**src/rtl/udp_reg_ring_master.sv**
```systemverilog
// ============================================================================
// Module   : udp_reg_ring_master
// Brief    : Initiator end of the user-data-path register ring. Launches one
//            host register transaction at a time onto the ring, matches the
//            returning request by source tag, and reports ack / read data /
//            error / timeout back to the host.
// Options  : define UDP_REG_MASTER_STATS_EN to add saturating completion,
//            timeout and stray-return counters (stat_done, stat_timeout,
//            stat_stray).
// Revision : 1.0 - initial release
// ============================================================================
`default_nettype none

`ifndef UDP_REG_ADDR_WIDTH
`define UDP_REG_ADDR_WIDTH 23
`endif
`ifndef CPCI_NF2_DATA_WIDTH
`define CPCI_NF2_DATA_WIDTH 32
`endif

module udp_reg_ring_master #(
  parameter int UDP_REG_SRC_WIDTH = 2,
  parameter int SRC_ID            = 0,
  parameter int TIMEOUT_CYCLES    = 1000
) (
  input  logic                                clk,
  input  logic                                reset,
  // host side
  input  logic                                host_req,
  input  logic                                host_rd_wr_L,
  input  logic [`UDP_REG_ADDR_WIDTH-1:0]      host_addr,
  input  logic [`CPCI_NF2_DATA_WIDTH-1:0]     host_wr_data,
  output logic                                host_busy,
  output logic                                host_ack,
  output logic [`CPCI_NF2_DATA_WIDTH-1:0]     host_rd_data,
  output logic                                host_err,
  output logic                                host_timeout,
  // ring launch
  output logic                                reg_req_out,
  output logic                                reg_ack_out,
  output logic                                reg_rd_wr_L_out,
  output logic [`UDP_REG_ADDR_WIDTH-1:0]      reg_addr_out,
  output logic [`CPCI_NF2_DATA_WIDTH-1:0]     reg_data_out,
  output logic [UDP_REG_SRC_WIDTH-1:0]        reg_src_out,
  // ring return
  input  logic                                reg_req_in,
  input  logic                                reg_ack_in,
  input  logic                                reg_rd_wr_L_in,
  input  logic [`UDP_REG_ADDR_WIDTH-1:0]      reg_addr_in,
  input  logic [`CPCI_NF2_DATA_WIDTH-1:0]     reg_data_in,
  input  logic [UDP_REG_SRC_WIDTH-1:0]        reg_src_in
`ifdef UDP_REG_MASTER_STATS_EN
  ,
  output logic [15:0]                         stat_done,
  output logic [15:0]                         stat_timeout,
  output logic [15:0]                         stat_stray
`endif
);

  localparam int DW = `CPCI_NF2_DATA_WIDTH;
  localparam int AW = `UDP_REG_ADDR_WIDTH;

  localparam logic [DW-1:0]                ERR_DATA   = DW'(32'hDEAD_BEEF);
  localparam logic [UDP_REG_SRC_WIDTH-1:0] SRC_TAG    = UDP_REG_SRC_WIDTH'(SRC_ID);
  localparam logic [15:0]                  TIMER_LAST = 16'(TIMEOUT_CYCLES - 1);

  typedef enum logic [1:0] {
    ST_IDLE  = 2'd0,
    ST_ISSUE = 2'd1,
    ST_WAIT  = 2'd2
  } state_t;

  state_t                         state_q;
  logic [15:0]                    timer_q;
  logic                           busy_q;
  logic                           ack_q;
  logic [DW-1:0]                  rd_data_q;
  logic                           err_q;
  logic                           timeout_q;
  logic                           req_out_q;
  logic                           ack_out_q;
  logic                           rd_wr_L_out_q;
  logic [AW-1:0]                  addr_out_q;
  logic [DW-1:0]                  data_out_q;
  logic [UDP_REG_SRC_WIDTH-1:0]   src_out_q;

  // Return address and direction are not needed: one request is outstanding,
  // so the source tag alone identifies it.
  logic unused_ring_fields;
  assign unused_ring_fields = ^{reg_rd_wr_L_in, reg_addr_in};

  logic ret_match;
  logic timer_expired;
  assign ret_match     = reg_req_in && (reg_src_in == SRC_TAG);
  assign timer_expired = (timer_q == TIMER_LAST);

  // Transaction FSM; the ring launch registers double as the latched request.
  always_ff @(posedge clk) begin
    if (reset) begin
      state_q       <= ST_IDLE;
      timer_q       <= '0;
      busy_q        <= 1'b0;
      ack_q         <= 1'b0;
      rd_data_q     <= '0;
      err_q         <= 1'b0;
      timeout_q     <= 1'b0;
      req_out_q     <= 1'b0;
      ack_out_q     <= 1'b0;
      rd_wr_L_out_q <= 1'b0;
      addr_out_q    <= '0;
      data_out_q    <= '0;
      src_out_q     <= '0;
    end else begin
      // Pulses and ring launch fields are only non-zero for one cycle.
      ack_q         <= 1'b0;
      err_q         <= 1'b0;
      timeout_q     <= 1'b0;
      req_out_q     <= 1'b0;
      ack_out_q     <= 1'b0;
      rd_wr_L_out_q <= 1'b0;
      addr_out_q    <= '0;
      data_out_q    <= '0;
      src_out_q     <= '0;
      case (state_q)
        ST_IDLE: begin
          if (host_req) begin
            state_q       <= ST_ISSUE;
            busy_q        <= 1'b1;
            req_out_q     <= 1'b1;
            rd_wr_L_out_q <= host_rd_wr_L;
            addr_out_q    <= host_addr;
            data_out_q    <= host_wr_data;
            src_out_q     <= SRC_TAG;
          end
        end
        ST_ISSUE: begin
          state_q <= ST_WAIT;
          timer_q <= '0;
        end
        ST_WAIT: begin
          // A return in the same cycle as expiry takes priority.
          if (ret_match) begin
            state_q   <= ST_IDLE;
            busy_q    <= 1'b0;
            ack_q     <= 1'b1;
            err_q     <= ~reg_ack_in;
            rd_data_q <= reg_ack_in ? reg_data_in : ERR_DATA;
          end else if (timer_expired) begin
            state_q   <= ST_IDLE;
            busy_q    <= 1'b0;
            ack_q     <= 1'b1;
            err_q     <= 1'b1;
            timeout_q <= 1'b1;
            rd_data_q <= ERR_DATA;
          end else begin
            timer_q <= timer_q + 16'd1;
          end
        end
        default: begin
          state_q <= ST_IDLE;
          busy_q  <= 1'b0;
        end
      endcase
    end
  end

  assign host_busy       = busy_q;
  assign host_ack        = ack_q;
  assign host_rd_data    = rd_data_q;
  assign host_err        = err_q;
  assign host_timeout    = timeout_q;
  assign reg_req_out     = req_out_q;
  assign reg_ack_out     = ack_out_q;
  assign reg_rd_wr_L_out = rd_wr_L_out_q;
  assign reg_addr_out    = addr_out_q;
  assign reg_data_out    = data_out_q;
  assign reg_src_out     = src_out_q;

`ifdef UDP_REG_MASTER_STATS_EN
  logic        done_hit;
  logic        timeout_hit;
  logic        stray_hit;
  logic [15:0] done_q;
  logic [15:0] timeout_cnt_q;
  logic [15:0] stray_q;

  assign done_hit    = (state_q == ST_WAIT) && ret_match && reg_ack_in;
  assign timeout_hit = (state_q == ST_WAIT) && !ret_match && timer_expired;
  assign stray_hit   = (state_q != ST_WAIT) && ret_match;

  // Saturating event counters.
  always_ff @(posedge clk) begin
    if (reset) begin
      done_q        <= '0;
      timeout_cnt_q <= '0;
      stray_q       <= '0;
    end else begin
      if (done_hit && (done_q != 16'hFFFF))
        done_q <= done_q + 16'd1;
      if (timeout_hit && (timeout_cnt_q != 16'hFFFF))
        timeout_cnt_q <= timeout_cnt_q + 16'd1;
      if (stray_hit && (stray_q != 16'hFFFF))
        stray_q <= stray_q + 16'd1;
    end
  end

  assign stat_done    = done_q;
  assign stat_timeout = timeout_cnt_q;
  assign stat_stray   = stray_q;
`endif

endmodule

`default_nettype wire

```
**config.mk**
```make
export PLATFORM = sky130hd
export DESIGN_NAME = udp_reg_ring_master
export DESIGN_NICKNAME = d
export VERILOG_FILES = /design/src/rtl/udp_reg_ring_master.sv
export SDC_FILE = /design/constraint.sdc
export NUM_CORES = 1
export LEC_CHECK = 0
export CAP_MARGIN = 20
export CORE_UTILIZATION = 48
export CTS_CLUSTER_SIZE = 30
export DETAILED_ROUTE_END_ITERATION = 12
export DONT_BUFFER_PORTS = 1
export GPL_ROUTABILITY_DRIVEN = 0
export SLEW_MARGIN = 20
export SYNTH_ARGS = -nofsm -noshare
export SYNTH_HDL_FRONTEND = slang
export SYNTH_SLANG_ARGS = --single-unit
```
**constraint.sdc**
```tcl
create_clock -name clk -period 4.18 [get_ports clk]
set_clock_uncertainty 0.15 [all_clocks]
set_input_delay 0.418 -clock clk [delete_from_list [all_inputs] [get_ports clk]]
set_output_delay 0.418 -clock clk [all_outputs]
set_load 0.03 [all_outputs]
```
==> impl_results.md <==
- WP data arrival: 2640 ps
- Fmax: 391 MHz
- Final slew viol count: 0
- Post-synthesis mux area share: 0.0104
- # rows: 32
- Yosys reg bits: 111
- Number of synthesized flops with an enable pin: 0
- # IOs: 215
- Post-synthesis cell area: ~3900 µm²
- Lkg Pwr: 1.51 nW
- Hold WC Path Type: in -> reg
- Count leader, synth: dfxtp_1
- Detailed-route vias per instance: approximately 5.4
- Routing usage on met1: 0.228
- Final ANT Viol Nets: 0
- Area contributors post-synth: dfxtp_1 (58%), and2_1 (9.1%), a211oi_1 (4.9%)
- # port buffers: 0
- CTS buffer count: 9
- Switching power share of the total: 0.263
- R2r startpoint: timer_q[0]
- Period utilisation layout: 0.612
- Diode count: 0
- Maximum vdd drop: approximately 0.23 mV
- Most used routing layer: met2
- Slowest cell on crit path: nand4_1
- XOR/XNOR Fraction of Synth Area: 0
- All-Layer GR Usage: 0.190
- CTS tree: done
- Layout cells sized above 1: 0.0591
- Comb pwr share: 0.041
- Die height: approximately 92 µm
- Synth Area in Adders: 0.00324
- CP cell instances: ha_1, nor4bb_1, nand4_1, nand2_1, o221ai_1
- Max-cap violations: 0
- Post-Syn Instances: 397
- Startpoint types: flop
- Worst hold start: host_wr_data[27]
- Die W: slightly above 90 µm
- Clk pin slew, worst setup/hold paths: roughly 110 ps
- Status: complete, no violations
- Vias: 2766
- Yosys top cell area share: 0.576
- Worst-margin pin slew: 1030 ps
- Pwr/cell area: 438 nW/µm²
- P_int: 1.37 mW
- Slew HR: 0.311
- Most used DFF post-synth: dfxtp_1
- Sequential Area: 2220 µm²
- Final Critical Period: 2560 ps
- Synth warnings: 0
- Final setup margin: 1620 ps
- Core ar.: a little under 8000 µm²
- Fillers: 730
- Register area share after synthesis: 0.576
- Yosys top cell by area: dfxtp_1
- Nets: 521
- Area grow syn2layout: 10.1%
- Syn_area_per_cell: 9.72 µm²
- Synth cell types: 40
- Unrepaired setup endpoints after global routing: no
- Dpl cells: 479
- Clock power frac: 0.332
- Setup crit start: timer_q[0]
- Footprint of the multi-input gates: 1430 µm²
- H-Tree Depth: 3
- Largest stage delay, worst path: about 660 ps
- Largest family of logic cells by synthesized area: simple AND/OR/NAND/NOR gates
- CP endpoint kind: flop
- DIE AREA: 8400 µm²
- First DRT Iteration DRCs: 127
- Simple-Gate Fraction of Synth Area: 0.234
- Post-place setup slack: 1650 ps
- Sequential Power Share: 0.627
- GRT overflow: 0
- Initial core utilization: 0.497
- Met2 Track Usage GR: 0.306
- Met3 Usage GRT: 0.0672
- Vias in the first global route: 2671
- Psw: just under 0.5 mW
- Setup TNS: 0 ps
- Ys async rst share: 0
- DRC viols: 0
- Largest net degree at the start of global routing: 58
- First-pass GRT wire length: 12600 µm
- Initial antenna violation count: 0
- Hpwl dp: 5460 µm
- Clk root buf: clkbuf_8
- TritonRoute pass-1 iters: 4
- Compound-Gate Fraction of Synth Area: 0.118
- Final std cells w/o fill: 508
- Top post-synthesis cells by count: dfxtp_1 (111), and2_1 (56), inv_1 (31)
- Worst skew pair latency: 360 ps
- Clock Sinks: 111
- Wire per inst: 15.8 µm
- Hold Violations, Final: 0
- Clock buffer depth: 2
- Power consumption: 1.86 mW
- Setup violators final: 0
- Crit-path max FO: 17
- # Post-CTS Setup Buffers: 0
- Util after Layout: 0.547
- WS Path Type: reg -> reg
- Critical path data required time: 4260 ps
- WL final: 8020 µm
==> flip-flops by register name, summed over array words and instances, names as in the netlist, 2 cells and up <==
register	count
reg_data_out	32
timer_q	16
state_q	2
host_rd_data	32
reg_addr_out	23
==> path summary, 6_finish.rpt <==
check                     end  slack (ps)  cells past startpoint
max                timer_q[4]        1620                      5
min reg2reg        timer_q[9]         370                      2
min          reg_data_out[27]          10                      1
max reg2reg        timer_q[4]        1620                      5
==> stage by stage <==
step,hold WS (ps),area [µm²]
floorplan,310,3870
global placement,331,3910
detailed placement,343,3910
CTS,0.00527,4240
global route,0.146,4250
finish,11.8,4250
==> kinds of logic (layout without fill, tap and decap cells) <==
logic type               after synthesis  in the layout
AO/OA/AOI/OAI                         65             65
buffers and inverters                 55             62
adder cells (fa/ha/maj)                1              1
other                                  1              3
AND/OR/NAND/NOR                      160            160
flip-flops                           111            111
multiplexers                           4              4
==> layout by cell type, fill, tap and decap left out, drive strengths merged, types with 4 or more instances in the layout <==
cell type / Yosys / layout
or3: 5 / 5
nand3: 20 / 20
a21oi: 15 / 15
nand2: 11 / 11
mux2i: 4 / 4
nand4: 8 / 8
o21ai: 4 / 4
or4: 5 / 5
inv: 31 / 34
a22oi: 8 / 8
clkbuf: 18 / 10
nand2b: 5 / 5
o221ai: 5 / 5
and2: 56 / 56
dlygate4sd3: 0 / 12
dfxtp: 111 / 111
nor2: 29 / 29
a211oi: 25 / 25
==> power by group through the flow <==
stage | Clock, mW | Sequential [mW] | Combinational (mW)
2_1_floorplan | 0 | 1.19 | 0.0581
3_3_place_gp | 0 | 1.19 | 0.0588
3_5_place_dp | 0 | 1.19 | 0.0605
4_1_cts | 0.640 | 1.17 | 0.0761
5_1_grt | 0.687 | 1.17 | 0.0866
6_report | 0.618 | 1.17 | 0.0764
==> final cells by class <==
class / instances / area share
clock buffers: 10 / 0.0324
clock inverters: 6 / 0.0144
inverters: 31 / 0.0274
multi-input cells: 233 / 0.336
flip-flops and latches: 111 / 0.523
well taps: 102 / 0.0300
repair buffers: 15 / 0.0365
==> routing by layer <==
layer / up-vias / routed length [µm]
met5: - / 0
met4: 0 / 153
met3: 12 / 743
met2: 141 / 3780
met1: 1259 / 3340
li1: 1354 / -
==> worst max-delay path: cells and delay by family (launching register included) <==
family | cells | cell delay, ps
compound gates | 1 | 180
fa+ha+maj | 1 | 260
flops | 1 | 400
simple gates | 3 | 1420
==> timing repair <==
action,CTS,global route
hold buffers,12,1
gates resized for setup,0,0
hold endpoints to repair,52,1
Note: power is estimated with default switching activity, not from simulation.
